[src/rtl/midi_pkg.sv]
// rtl/midi_pkg.sv - shared MIDI constants, parser state type and status-type helper.
package midi_pkg;

  localparam logic [3:0] NOTE_OFF = 4'h8;
  localparam logic [3:0] NOTE_ON  = 4'h9;
  localparam logic [3:0] CTRL     = 4'hB;
  localparam logic [3:0] PROG     = 4'hC;

  localparam logic [6:0] CC_ATTACK = 7'd73;
  localparam logic [6:0] CC_DECAY  = 7'd72;

  typedef enum logic [1:0] {
    ST_IDLE,
    ST_WAIT_D1,
    ST_WAIT_D2,
    ST_SKIP
  } parse_state_t;

  function automatic logic is_supported_type(input logic [3:0] t);
    return t inside {NOTE_OFF, NOTE_ON, CTRL, PROG};
  endfunction

endpackage

[src/rtl/midi_note_stack.sv]
// rtl/midi_note_stack.sv - last-note-priority held-note stack, built only with MIDI_NOTE_STACK_EN.
`ifdef MIDI_NOTE_STACK_EN
module midi_note_stack #(
  parameter int DEPTH = 4
) (
  input  logic       clk,
  input  logic       rst,
  input  logic       push_en,
  input  logic [6:0] push_note,
  input  logic       rm_en,
  input  logic [6:0] rm_note,
  output logic       busy,
  output logic [6:0] top,
  output logic       empty
);

  localparam int CW = 4;

  logic [6:0]    ent [DEPTH];
  logic [6:0]    nxt [DEPTH];
  logic [CW-1:0] cnt;
  logic [CW-1:0] nxt_cnt;
  logic          rm_pending;
  logic [6:0]    rm_held;
  logic [6:0]    key;
  logic          hit;
  logic [CW-1:0] hit_idx;
  logic [CW-1:0] del_idx;

  // ent[cnt-1] is the newest note; removal/move shifts newer entries down by one.
  always_comb begin
    key     = rm_pending ? rm_held : push_note;
    hit     = 1'b0;
    hit_idx = '0;
    for (int i = 0; i < DEPTH; i++) begin
      if (CW'(i) < cnt && ent[i] == key) begin
        hit     = 1'b1;
        hit_idx = CW'(i);
      end
    end
    del_idx = hit ? hit_idx : '0;
    nxt     = ent;
    nxt_cnt = cnt;
    if (rm_pending) begin
      if (hit) begin
        for (int i = 0; i < DEPTH - 1; i++)
          if (CW'(i) >= del_idx) nxt[i] = ent[i + 1];
        nxt_cnt = cnt - CW'(1);
      end
    end else if (push_en) begin
      if (hit || cnt == CW'(DEPTH)) begin
        for (int i = 0; i < DEPTH - 1; i++)
          if (CW'(i) >= del_idx) nxt[i] = ent[i + 1];
        for (int i = 0; i < DEPTH; i++)
          if (CW'(i) == cnt - CW'(1)) nxt[i] = push_note;
      end else begin
        for (int i = 0; i < DEPTH; i++)
          if (CW'(i) == cnt) nxt[i] = push_note;
        nxt_cnt = cnt + CW'(1);
      end
    end
  end

  always_ff @(posedge clk or negedge rst) begin
    if (!rst) begin
      for (int i = 0; i < DEPTH; i++) ent[i] <= '0;
      cnt        <= '0;
      rm_pending <= 1'b0;
      rm_held    <= '0;
    end else begin
      ent        <= nxt;
      cnt        <= nxt_cnt;
      rm_pending <= rm_en;
      if (rm_en) rm_held <= rm_note;
    end
  end

  always_comb begin
    top = '0;
    for (int i = 0; i < DEPTH; i++)
      if (cnt != '0 && CW'(i) == cnt - CW'(1)) top = ent[i];
  end

  assign empty = (cnt == '0);
  assign busy  = rm_pending;

endmodule
`endif

[src/rtl/midi_voice_ctrl.sv]
// rtl/midi_voice_ctrl.sv - MIDI byte-stream parser driving monophonic voice controls.
// Optional held-note stack enabled by MIDI_NOTE_STACK_EN.
module midi_voice_ctrl
  import midi_pkg::*;
#(
  parameter int         CHANNEL        = 0,
  parameter logic [7:0] DEFAULT_ATTACK = 8'h10,
  parameter logic [7:0] DEFAULT_DECAY  = 8'h20,
  parameter int         STACK_DEPTH    = 4
) (
  input  logic       clk,
  input  logic       rst,
  input  logic [7:0] byte_in,
  input  logic       byte_valid,
  output logic       byte_ready,
  output logic [6:0] note,
  output logic       gate,
  output logic       note_strobe,
  output logic [3:0] voice_select,
  output logic [7:0] envelope_attack,
  output logic [7:0] envelope_decay
);

  localparam logic [3:0] CH = 4'(CHANNEL);

  parse_state_t state;
  logic [3:0]   run_type;
  logic [6:0]   d1;
  logic         accept;
  logic         is_status;
  logic         is_realtime;
  logic         msg_done;
  logic         push_en;
  logic         rm_en;
  logic [6:0]   d2;

  assign accept      = byte_valid && byte_ready;
  assign is_status   = byte_in[7];
  assign is_realtime = &byte_in[7:3];
  assign d2          = byte_in[6:0];
  assign msg_done    = accept && !is_status && state == ST_WAIT_D2;
  assign push_en     = msg_done && run_type == NOTE_ON && d2 != 7'd0;
  assign rm_en       = msg_done && (run_type == NOTE_OFF || (run_type == NOTE_ON && d2 == 7'd0));

`ifdef MIDI_NOTE_STACK_EN
  logic stk_busy;
  logic stk_empty;

  midi_note_stack #(
    .DEPTH(STACK_DEPTH)
  ) u_stack (
    .clk      (clk),
    .rst      (rst),
    .push_en  (push_en),
    .push_note(d1),
    .rm_en    (rm_en),
    .rm_note  (d1),
    .busy     (stk_busy),
    .top      (note),
    .empty    (stk_empty)
  );

  assign gate       = !stk_empty;
  assign byte_ready = !stk_busy;
`else
  logic [6:0] note_r;
  logic       gate_r;

  assign note       = note_r;
  assign gate       = gate_r;
  assign byte_ready = 1'b1;
`endif

  always_ff @(posedge clk or negedge rst) begin
    if (!rst) begin
      state           <= ST_IDLE;
      run_type        <= 4'h0;
      d1              <= '0;
      note_strobe     <= 1'b0;
      voice_select    <= '0;
      envelope_attack <= DEFAULT_ATTACK;
      envelope_decay  <= DEFAULT_DECAY;
`ifndef MIDI_NOTE_STACK_EN
      note_r          <= '0;
      gate_r          <= 1'b0;
`endif
    end else begin
      note_strobe <= push_en;
      // Realtime bytes are invisible to the parser: no state or running-status change.
      if (accept && !is_realtime) begin
        if (is_status) begin
          if (byte_in[7:4] != 4'hF && byte_in[3:0] == CH && is_supported_type(byte_in[7:4])) begin
            run_type <= byte_in[7:4];
            state    <= ST_WAIT_D1;
          end else begin
            state <= ST_SKIP;
          end
        end else begin
          case (state)
            ST_WAIT_D1: begin
              if (run_type == PROG) begin
                voice_select <= byte_in[3:0];
              end else begin
                d1    <= d2;
                state <= ST_WAIT_D2;
              end
            end
            ST_WAIT_D2: begin
              state <= ST_WAIT_D1;
              if (run_type == CTRL) begin
                if (d1 == CC_ATTACK) envelope_attack <= {d2, d2[6]};
                if (d1 == CC_DECAY)  envelope_decay  <= {d2, d2[6]};
              end
            end
            default: ;
          endcase
        end
      end
`ifndef MIDI_NOTE_STACK_EN
      if (push_en) begin
        note_r <= d1;
        gate_r <= 1'b1;
      end else if (rm_en && d1 == note_r) begin
        gate_r <= 1'b0;
      end
`endif
    end
  end

endmodule

[config.mk]
export PLATFORM = sky130hd
export DESIGN_NAME = midi_voice_ctrl
export DESIGN_NICKNAME = d
export VERILOG_FILES = /design/src/rtl/midi_pkg.sv /design/src/rtl/midi_note_stack.sv /design/src/rtl/midi_voice_ctrl.sv
export SDC_FILE = /design/constraint.sdc
export NUM_CORES = 1
export LEC_CHECK = 0
export ABC_AREA = 1
export CAP_MARGIN = 25
export CORE_MARGIN = 2
export CORE_UTILIZATION = 30
export CTS_CLUSTER_DIAMETER = 150
export DETAILED_ROUTE_END_ITERATION = 7
export PLACE_DENSITY = 0.58
export SLEW_MARGIN = 10
export SYNTH_ARGS = -nofsm -noshare
export SYNTH_HDL_FRONTEND = slang
export SYNTH_HIERARCHICAL = 1
export SYNTH_SLANG_ARGS = --single-unit
[constraint.sdc]
create_clock -name clk -period 1.8 [get_ports clk]
set_clock_uncertainty 0.2 [all_clocks]
set_input_delay 0.18 -clock clk [delete_from_list [all_inputs] [get_ports clk]]
set_output_delay 0.18 -clock clk [all_outputs]
set_load 0.03 [all_outputs]
==> impl_metrics.ini, run 1 <==
[floorplanning]
core_sq_um = 6240
die_area_sq_um = 6990
die_x_um = 83.6
ios = 41
start_util = 0.305
core.rowCount = 29
die_h_um = 83.6

[routing]
detail_route.wl_per_cell_um = 11.6
ant_nets = 0
detailroute.wirelength.met3_um = 144
vias = 1551
first_pass_iters = 4
drt_iter0_drc = 71
met1_length_um = 2090
via_per_inst = 4.31
wirelength_um = 4190
highest_layer = met4
drc_errors = 0
routed-wl-met2_um = 1950

[sta]
setup_viol = 0
maxSlewViolCount = 0
fin_crit_sh = 0.970
timing.setup.tns_ns = 0
rsz0062_at_grt = no
fmax_mhz = 573
hold_viol = 0
period_minus_slack_ns = 1.75
final.setup.worst_slack_ns = 0.0536

[cts]
cts-buffers-inserted = 5
post_cts_buffers = 0
cts_tree = done
clk_pin_slew_ns = 0.08
clock_sinks = 40
cts_root_buf = clkbuf_8
cts.path.max_buffers = 2
cts_max_level = 2
insertion_delay_ns = 0.28

[critical_path]
cp.required_ns = 1.42
cp_top_family = buffers and inverters
cp_slowest_cell = clkdlybuf4s50_1
cp-start-kind = flip-flop
endpoint_kind = primary output
cp_cell_sequence = clkdlybuf4s50_1
crit_type = reg2out
r2r-start = d1[5]
arrival_ns = 1.37
cp_num_buf_inv = 1
cp_max_fo = 4
slowest_delay_ns = 0.68
crit_start = note[4]

[hold_path]
hp-class = in2async

[power_and_ir_drop]
internal_power_mw = 1.97
seqPwrFrac = 0.407
totalPowerFinal_mw = 3.03
power_density_nw_per_um2 = 1150
swShare = 0.348
switching_power_mw = 1.05
clkPwrFrac = 0.263
ir_drop_mv = 0.454
comb_power_share = 0.330
p_leak_nw = 1.26

[global_route]
grt_first_pass_wirelength_um = 7090
antenna_found_initial = 0
track_usage = 0.125
globalRouteOverflowTotal = 0
grt_max_degree = 22
grt_pass1_vias = 1545

[yosys]
synthTopCellsByArea = dfrtp_1 (50%), nand2_1 (15%), inv_1 (5.5%), o21ai_2 (5.5%), o21ai_0 (4.2%)
yosys.area.top_type = dfrtp_1
synth_cell_types = 26
synth-seq-area-share = 0.528
ys_warn_count = 6
synth_cells = 227
yosysTopAreaCellShare = 0.500
synth-edff-count = 0
ys_ff_latch = 40
synth.avg_cell_area_sq_um = 8.38
synthesis.nets = 238
synth_ff_type = dfrtp_1
synthArstFlopShare = 1.00
synth_area_sq_um = 1900

[layout]
final_layout_size_suffix_gt1_frac = 0.170
syn_to_final_growth_pct = 38.7
nNetsFinal = 293
diodes = 0
final_area_sq_um = 2640

[placed_design]
placed_area_sq_um = 2500
portBuffers = 39
gp_congestion = 0.738
dpl.hpwl_um = 3190
dpl_worst_slack_ns = -0.0171

[run]
cap_viol_max_count = 0

[run_status]
outcome = finished, final reports clean
[metrics by stage]
step           instances  hold slack [ns]  utilization
2_1_floorplan        227           -0.316            -
3_3_place_gp         351          -0.0276        0.401
3_5_place_dp         351          -0.0226        0.401
4_1_cts              360            0.205        0.422
5_1_grt              360            0.230        0.423
6_report             360            0.187        0.423
[layout make-up]
type / count / area [sq um]
Fill cell: 625 / 3600
Clock inverter: 1 / 30.0
Inverter: 30 / 113
Sequential cell: 40 / 1000
Clock buffer: 7 / 96.3
Tap cell: 77 / 96.3
Timing Repair Buffer: 56 / 578
Multi-Input combinational cell: 149 / 721
[per-layer routing]
metal / up-vias / global-route usage
met5: - / 0
li1: 812 / -
met4: 0 / 0.0308
met2: 30 / 0.209
met1: 707 / 0.165
met3: 2 / 0.0287
[Yosys cell counts (2+ instances only)]
library cell,number
dfstp_2,2
nand2_1,76
nand3_1,4
inv_2,2
nand3_2,2
inv_1,28
buf_4,3
o21ai_2,12
nand2_2,2
nor2_1,15
nand4_1,2
dfrtp_1,38
buf_6,3
o21ai_0,16
o21ai_1,9
nor3_1,3
[final timing paths]
path,end,slack [ns],cells past startpoint
max,note[4],0.05,1
min,note_strobe,0.19,2
max reg2reg,envelope_attack[6],0.19,7
min reg2reg,envelope_attack[4],0.28,2
max in group asynchronous,envelope_decay[5],0.64,3
min in group clk,envelope_attack[4],0.28,2
[flip-flops by register name, indices dropped and copies added, names as in the netlist]
name	count
d1	7
envelope_attack	7
envelope_decay	7
note	7
run_type	4
voice_select	4
state	2
gate	1
note_strobe	1
[power groups by stage]
stage	Sequential, mW	Combinational [mW]	Clock (mW)
floorplan	1.39	0.502	0
global placement	1.24	1.00	0
detailed placement	1.25	1.01	0
CTS	1.23	1.02	0.817
global route	1.26	1.12	0.854
finish	1.23	1.00	0.795
[cells by family (layout without fill, tap and decap cells)]
group,count (synthesis),in the layout,synth area share
other,1,1,0.00197
flip-flops,40,40,0.528
buffers and inverters,38,94,0.0934
AO/OA/AOI/OAI,39,39,0.130
AND/OR/NAND/NOR,109,109,0.247
[what timing repair did]
| action | 4_1_cts | 5_1_grt |
|---|---|---|
| setup endpoints to repair | 2 | 1 |
| hold endpoints to repair | 19 | 0 |
| pin swaps | 0 | 0 |
| hold buffers | 1 | 0 |
| resized for setup | 2 | 1 |
[placed cells by master, fill, tap and decap left out]
cell,netlist,routed
nand2_1,76,76
dfrtp_1,38,38
clkdlybuf4s50_1,0,35
inv_1,28,28
o21ai_0,16,16
nor2_1,15,15
o21ai_2,12,12
buf_4,3,11
o21ai_1,9,9
clkbuf_8,0,7
buf_12,0,5
nand3_1,4,4
nor3_1,3,3
inv_2,2,2
nand2_2,2,2
nand4_1,2,2
nand3_2,2,2
dfstp_2,2,2
dlygate4sd2_1,0,2
nor2_4,1,1
a21oi_1,1,1
a21boi_2,1,1
or2_0,1,1
and2b_1,1,1
nor3_4,1,1
nand3b_1,1,1
conb_1,1,1
bufinv_16,0,1
dlygate4sd3_1,0,1
buf_2,1,1
dlymetal6s2s_1,0,1
Power figures use the tool's default switching activity.
==> run 2: changes to the inputs <==
==> constraint.sdc (replaced) <==
create_clock -name clk -period 1.9 [get_ports clk]
set_clock_uncertainty 0.2 [all_clocks]
set_input_delay 0.19 -clock clk [delete_from_list [all_inputs] [get_ports clk]]
set_output_delay 0.19 -clock clk [all_outputs]
set_load 0.03 [all_outputs]
==> impl_metrics.ini, run 2 (same netlist as run 1, synthesis figures left out) <==
[power_and_ir_drop]
power_density_nw_per_um2 = 1050
totalPowerFinal_mw = 2.70
p_leak_nw = 1.22
ir_drop_mv = 0.486

[global_route]
track_usage = 0.131
grt_pass1_vias = 1571
antenna_found_initial = 0
grt_first_pass_wirelength_um = 7350
grt_max_degree = 22
globalRouteOverflowTotal = 0

[sta]
setup_viol = 0
final.setup.worst_slack_ns = 0.115
rsz0062_at_grt = no
timing.setup.tns_ns = 0
holdWs_ns = 0.177
hold_viol = 0
fin_crit_sh = 0.940
period_minus_slack_ns = 1.79
maxSlewViolCount = 0
fmax_mhz = 560

[critical_path]
cp.depth = 1
r2r_end = envelope_attack[6]
cp_slowest_cell = clkdlybuf4s50_1
reg2reg_depth = 7
cp_num_buf_inv = 1
cp.required_ns = 1.51
slowest_delay_ns = 0.69
cp_cell_sequence = clkdlybuf4s50_1
r2r_setup_slack_ns = 0.27
crit_type = reg2out
r2r-start = d1[5]
cp-start-kind = flip-flop
cp_top_family = buffers and inverters
arrival_ns = 1.40
endpoint_kind = primary output
cp_max_fo = 4

[routing]
detail_route.wl_per_cell_um = 11.7
via_per_inst = 4.28
drc_errors = 0
drt_iter0_drc = 85
first_pass_iters = 4
ant_nets = 0
vias = 1522
wirelength_um = 4160

[layout]
final_common_cell = nand2_1
nFillCells = 643
final_layout_size_suffix_gt1_frac = 0.158
layout_common_cells = nand2_1 (76), dfrtp_1 (38), clkdlybuf4s50_1 (36), inv_1 (28), o21ai_0 (16)
nNetsFinal = 289
syn_to_final_growth_pct = 34.7
diodes = 0

[run_status]
outcome = finished, final reports clean

[cts]
clk_pin_slew_ns = 0.08
insertion_delay_ns = 0.30
cts.path.max_buffers = 2
clock_sinks = 40
post_cts_buffers = 0
cts_max_level = 2
cts_root_buf = clkbuf_8
cts_tree = done
cts-buffers-inserted = 5

[hold_path]
hp-class = in2async

[placed_design]
dpl_worst_slack_ns = -0.0112
dpl.hpwl_um = 3150
portBuffers = 39
gp_congestion = 0.832

[floorplanning]
die_x_um = 83.6
start_util = 0.305
ios = 41
core_sq_um = 6240
die_h_um = 83.6
die_area_sq_um = 6990
core.rowCount = 29

[run]
cap_viol_max_count = 0
run 2: per-layer routing:
| layer | wire, um | GRT usage | up-vias |
|---|---|---|---|
| met5 | 0 | 0 | - |
| met4 | 44 | 0.0352 | 0 |
| met2 | 1910 | 0.213 | 37 |
| met3 | 260 | 0.0445 | 6 |
| met1 | 1950 | 0.168 | 672 |
| li1 | - | - | 807 |
run 2: final cells by class:
cell class	instances	area [sq um]	share of cell area
Multi-Input combinational cell	149	721	0.281
Timing Repair Buffer	52	537	0.209
Clock buffer	6	82.6	0.0322
Tap cell	77	96.3	0.0376
Sequential cell	40	1000	0.392
Inverter	30	113	0.0439
Clock inverter	2	10.0	0.00391
run 2: how the worst max path moves through the flow:
stage / startpoint / endpoint / slack [ns]
2_1_floorplan: d1[1] / envelope_decay[4] / 0.45
3_3_place_gp: byte_in[3] / note[3] / 0.02
3_5_place_dp: byte_in[3] / note[6] / -0.01
4_1_cts: envelope_decay[5] / envelope_decay[5] / 0.0004
5_1_grt: note[0] / note[0] / 0.07
6_report: note[0] / note[0] / 0.11
run 2: metrics by stage:
step                 util  instance area [sq um]  instances
global route        0.411                   2560        356
detailed placement  0.394                   2460        347
finish              0.411                   2560        356
CTS                 0.410                   2560        356
global placement    0.394                   2460        347
floorplan               -                   1900        227
run 2: timing repair:
item	in CTS	in global routing
endpoints found under the hold margin	19	0
cloned	0	0
endpoints found under the setup margin	1	1
gates resized for setup	1	1
hold buffers	1	0
run 2: where the power goes:
group | internal [mW] | leakage [nW] | switching (mW) | total [mW]
clock | 0.290 | 0.0510 | 0.305 | 0.595
combinational | 0.373 | 0.647 | 0.570 | 0.943
sequential | 1.03 | 0.521 | 0.136 | 1.16
total | 1.69 | 1.22 | 1.01 | 2.70
==> run 3: changes to the inputs <==
--- a/config.mk
+++ b/config.mk
@@ -11,7 +11,8 @@
 export CORE_UTILIZATION = 30
 export CTS_CLUSTER_DIAMETER = 150
 export DETAILED_ROUTE_END_ITERATION = 7
-export PLACE_DENSITY = 0.58
+export DONT_BUFFER_PORTS = 1
+export PLACE_DENSITY = 0.5
 export SLEW_MARGIN = 10
 export SYNTH_ARGS = -nofsm -noshare
 export SYNTH_HDL_FRONTEND = slang
==> impl_metrics.ini, run 3 (same netlist as run 1, synthesis figures left out) <==
[sta]
final.setup.worst_slack_ns = 0.185
rsz0062_at_grt = no
setup_viol = 0
fin_crit_sh = 0.903
maxSlewViolCount = 0
timing.setup.tns_ns = 0
hold_viol = 0
period_minus_slack_ns = 1.71
relSlewSlack = 0.607
fmax_mhz = 583
worstMarginPinSlew_ns = 0.589

[critical_path]
r2r_setup_slack_ns = 0.22
r2r_end = envelope_decay[4]
reg2reg_depth = 6
cp-start-kind = primary input
cp_slowest_cell = dlygate4sd3_1
r2r-start = d1[5]
cp_num_buf_inv = 2
cp_max_fo = 16
slowest_delay_ns = 0.56
endpoint_kind = flip-flop
crit_type = in2reg
arrival_ns = 1.69
cp.required_ns = 1.88
cp_top_family = simple AND/OR/NAND/NOR gates
cp_cell_sequence = dlygate4sd3_1 -> inv_1 -> nand2_1 -> nor2_1 -> nor2_1 -> nand2_2 -> nand2_1 -> o21ai_2

[global_route]
track_usage = 0.135
grt_max_degree = 41
grt_pass1_vias = 1441
globalRouteOverflowTotal = 0
grt_first_pass_wirelength_um = 7450
antenna_found_initial = 0

[cts]
ctsResizeCount = 0
cts_root_buf = clkbuf_8
cts_tree = done
cts_max_level = 2
insertion_delay_ns = 0.29
cts-buffers-inserted = 5
cts.path.max_buffers = 2
clock_sinks = 40
clk_pin_slew_ns = 0.08

[placed_design]
dpl.hpwl_um = 3040
portBuffers = 0
dpl_worst_slack_ns = 0.214
gp_congestion = 0.747

[power_and_ir_drop]
ir_drop_mv = 0.669
p_leak_nw = 1.04
power_density_nw_per_um2 = 1180
totalPowerFinal_mw = 2.56

[routing]
first_pass_iters = 4
ant_nets = 0
drc_errors = 0
wirelength_um = 4370
vias = 1421
drt_iter0_drc = 93
detail_route.wl_per_cell_um = 13.7
via_per_inst = 4.45

[layout]
final_layout_size_suffix_gt1_frac = 0.153
nFillCells = 663
nNetsFinal = 252
final_common_cell = nand2_1
layout_common_cells = nand2_1 (76), dfrtp_1 (38), inv_1 (28), o21ai_0 (16), nor2_1 (15)
diodes = 0
syn_to_final_growth_pct = 14.0

[hold_path]
hold_start = byte_valid
hp-class = in2reg
holdPathEnd = gate
holdPathStages = 5

[floorplanning]
ios = 41
core_sq_um = 6240
die_x_um = 83.6
die_area_sq_um = 6990
die_h_um = 83.6
start_util = 0.305
core.rowCount = 29

[run_status]
outcome = finished, final reports clean

[run]
cap_viol_max_count = 0
[run 3: where the power goes]
part / internal [mW] / switching (mW) / total, mW
logic: 0.261 / 0.468 / 0.729
clock network: 0.256 / 0.312 / 0.568
registers: 1.03 / 0.236 / 1.26
total: 1.54 / 1.02 / 2.56
[run 3: worst max path at each step]
stage / from / end / slack (ns) / cells past startpoint
after detailed placement: d1[5] / envelope_attack[3] / 0.21 / 6
after floorplan: d1[1] / envelope_decay[4] / 0.45 / 7
after global routing: d1[5] / envelope_decay[2] / 0.008 / 6
after global placement: d1[5] / envelope_attack[3] / 0.23 / 6
after CTS: byte_in[6] / note[0] / 0.17 / 8
final: byte_in[6] / note[0] / 0.19 / 8
[run 3: what timing repair did]
| item | 4_1_cts | 5_1_grt |
|---|---|---|
| endpoints found under the hold margin | 69 | 0 |
| setup endpoints to repair | 0 | 2 |
| buffers inserted | 0 | 1 |
| hold buffers | 10 | 0 |
[run 3: tightest hold or removal path: stages]
cell	delay, ns
nand3_1	0.08
nor2_1	0.05
nand2_1	0.06
nand2_1	0.04
nand2_1	0.05
[run 3: layout make-up]
type                    count  area [sq um]  share of cell area
well taps                  77          96.3              0.0444
flip-flops and latches     40          1000               0.463
clock inverters             3          18.8             0.00866
clock buffers               5          68.8              0.0317
repair buffers             15           148              0.0681
multi-input cells         149           721               0.332
inverters                  30           113              0.0519
[run 3: routing by layer]
metal,share of wire,vias to the layer above,track usage
li1,-,730,-
met1,0.48,658,0.187
met2,0.44,29,0.198
met3,0.071,4,0.0514
met4,0.0064,0,0.0352
met5,0,-,0
[run 3: per-stage QoR]
step	instance area [sq um]	hold WS, ns	utilization	instances
2_1_floorplan	1900	-0.306	-	227
6_report	2170	0.00707	0.347	319
4_1_cts	2160	0.0111	0.346	318
3_5_place_dp	1960	-0.305	0.315	300
3_3_place_gp	1960	-0.305	0.315	300
5_1_grt	2170	0.0426	0.347	319
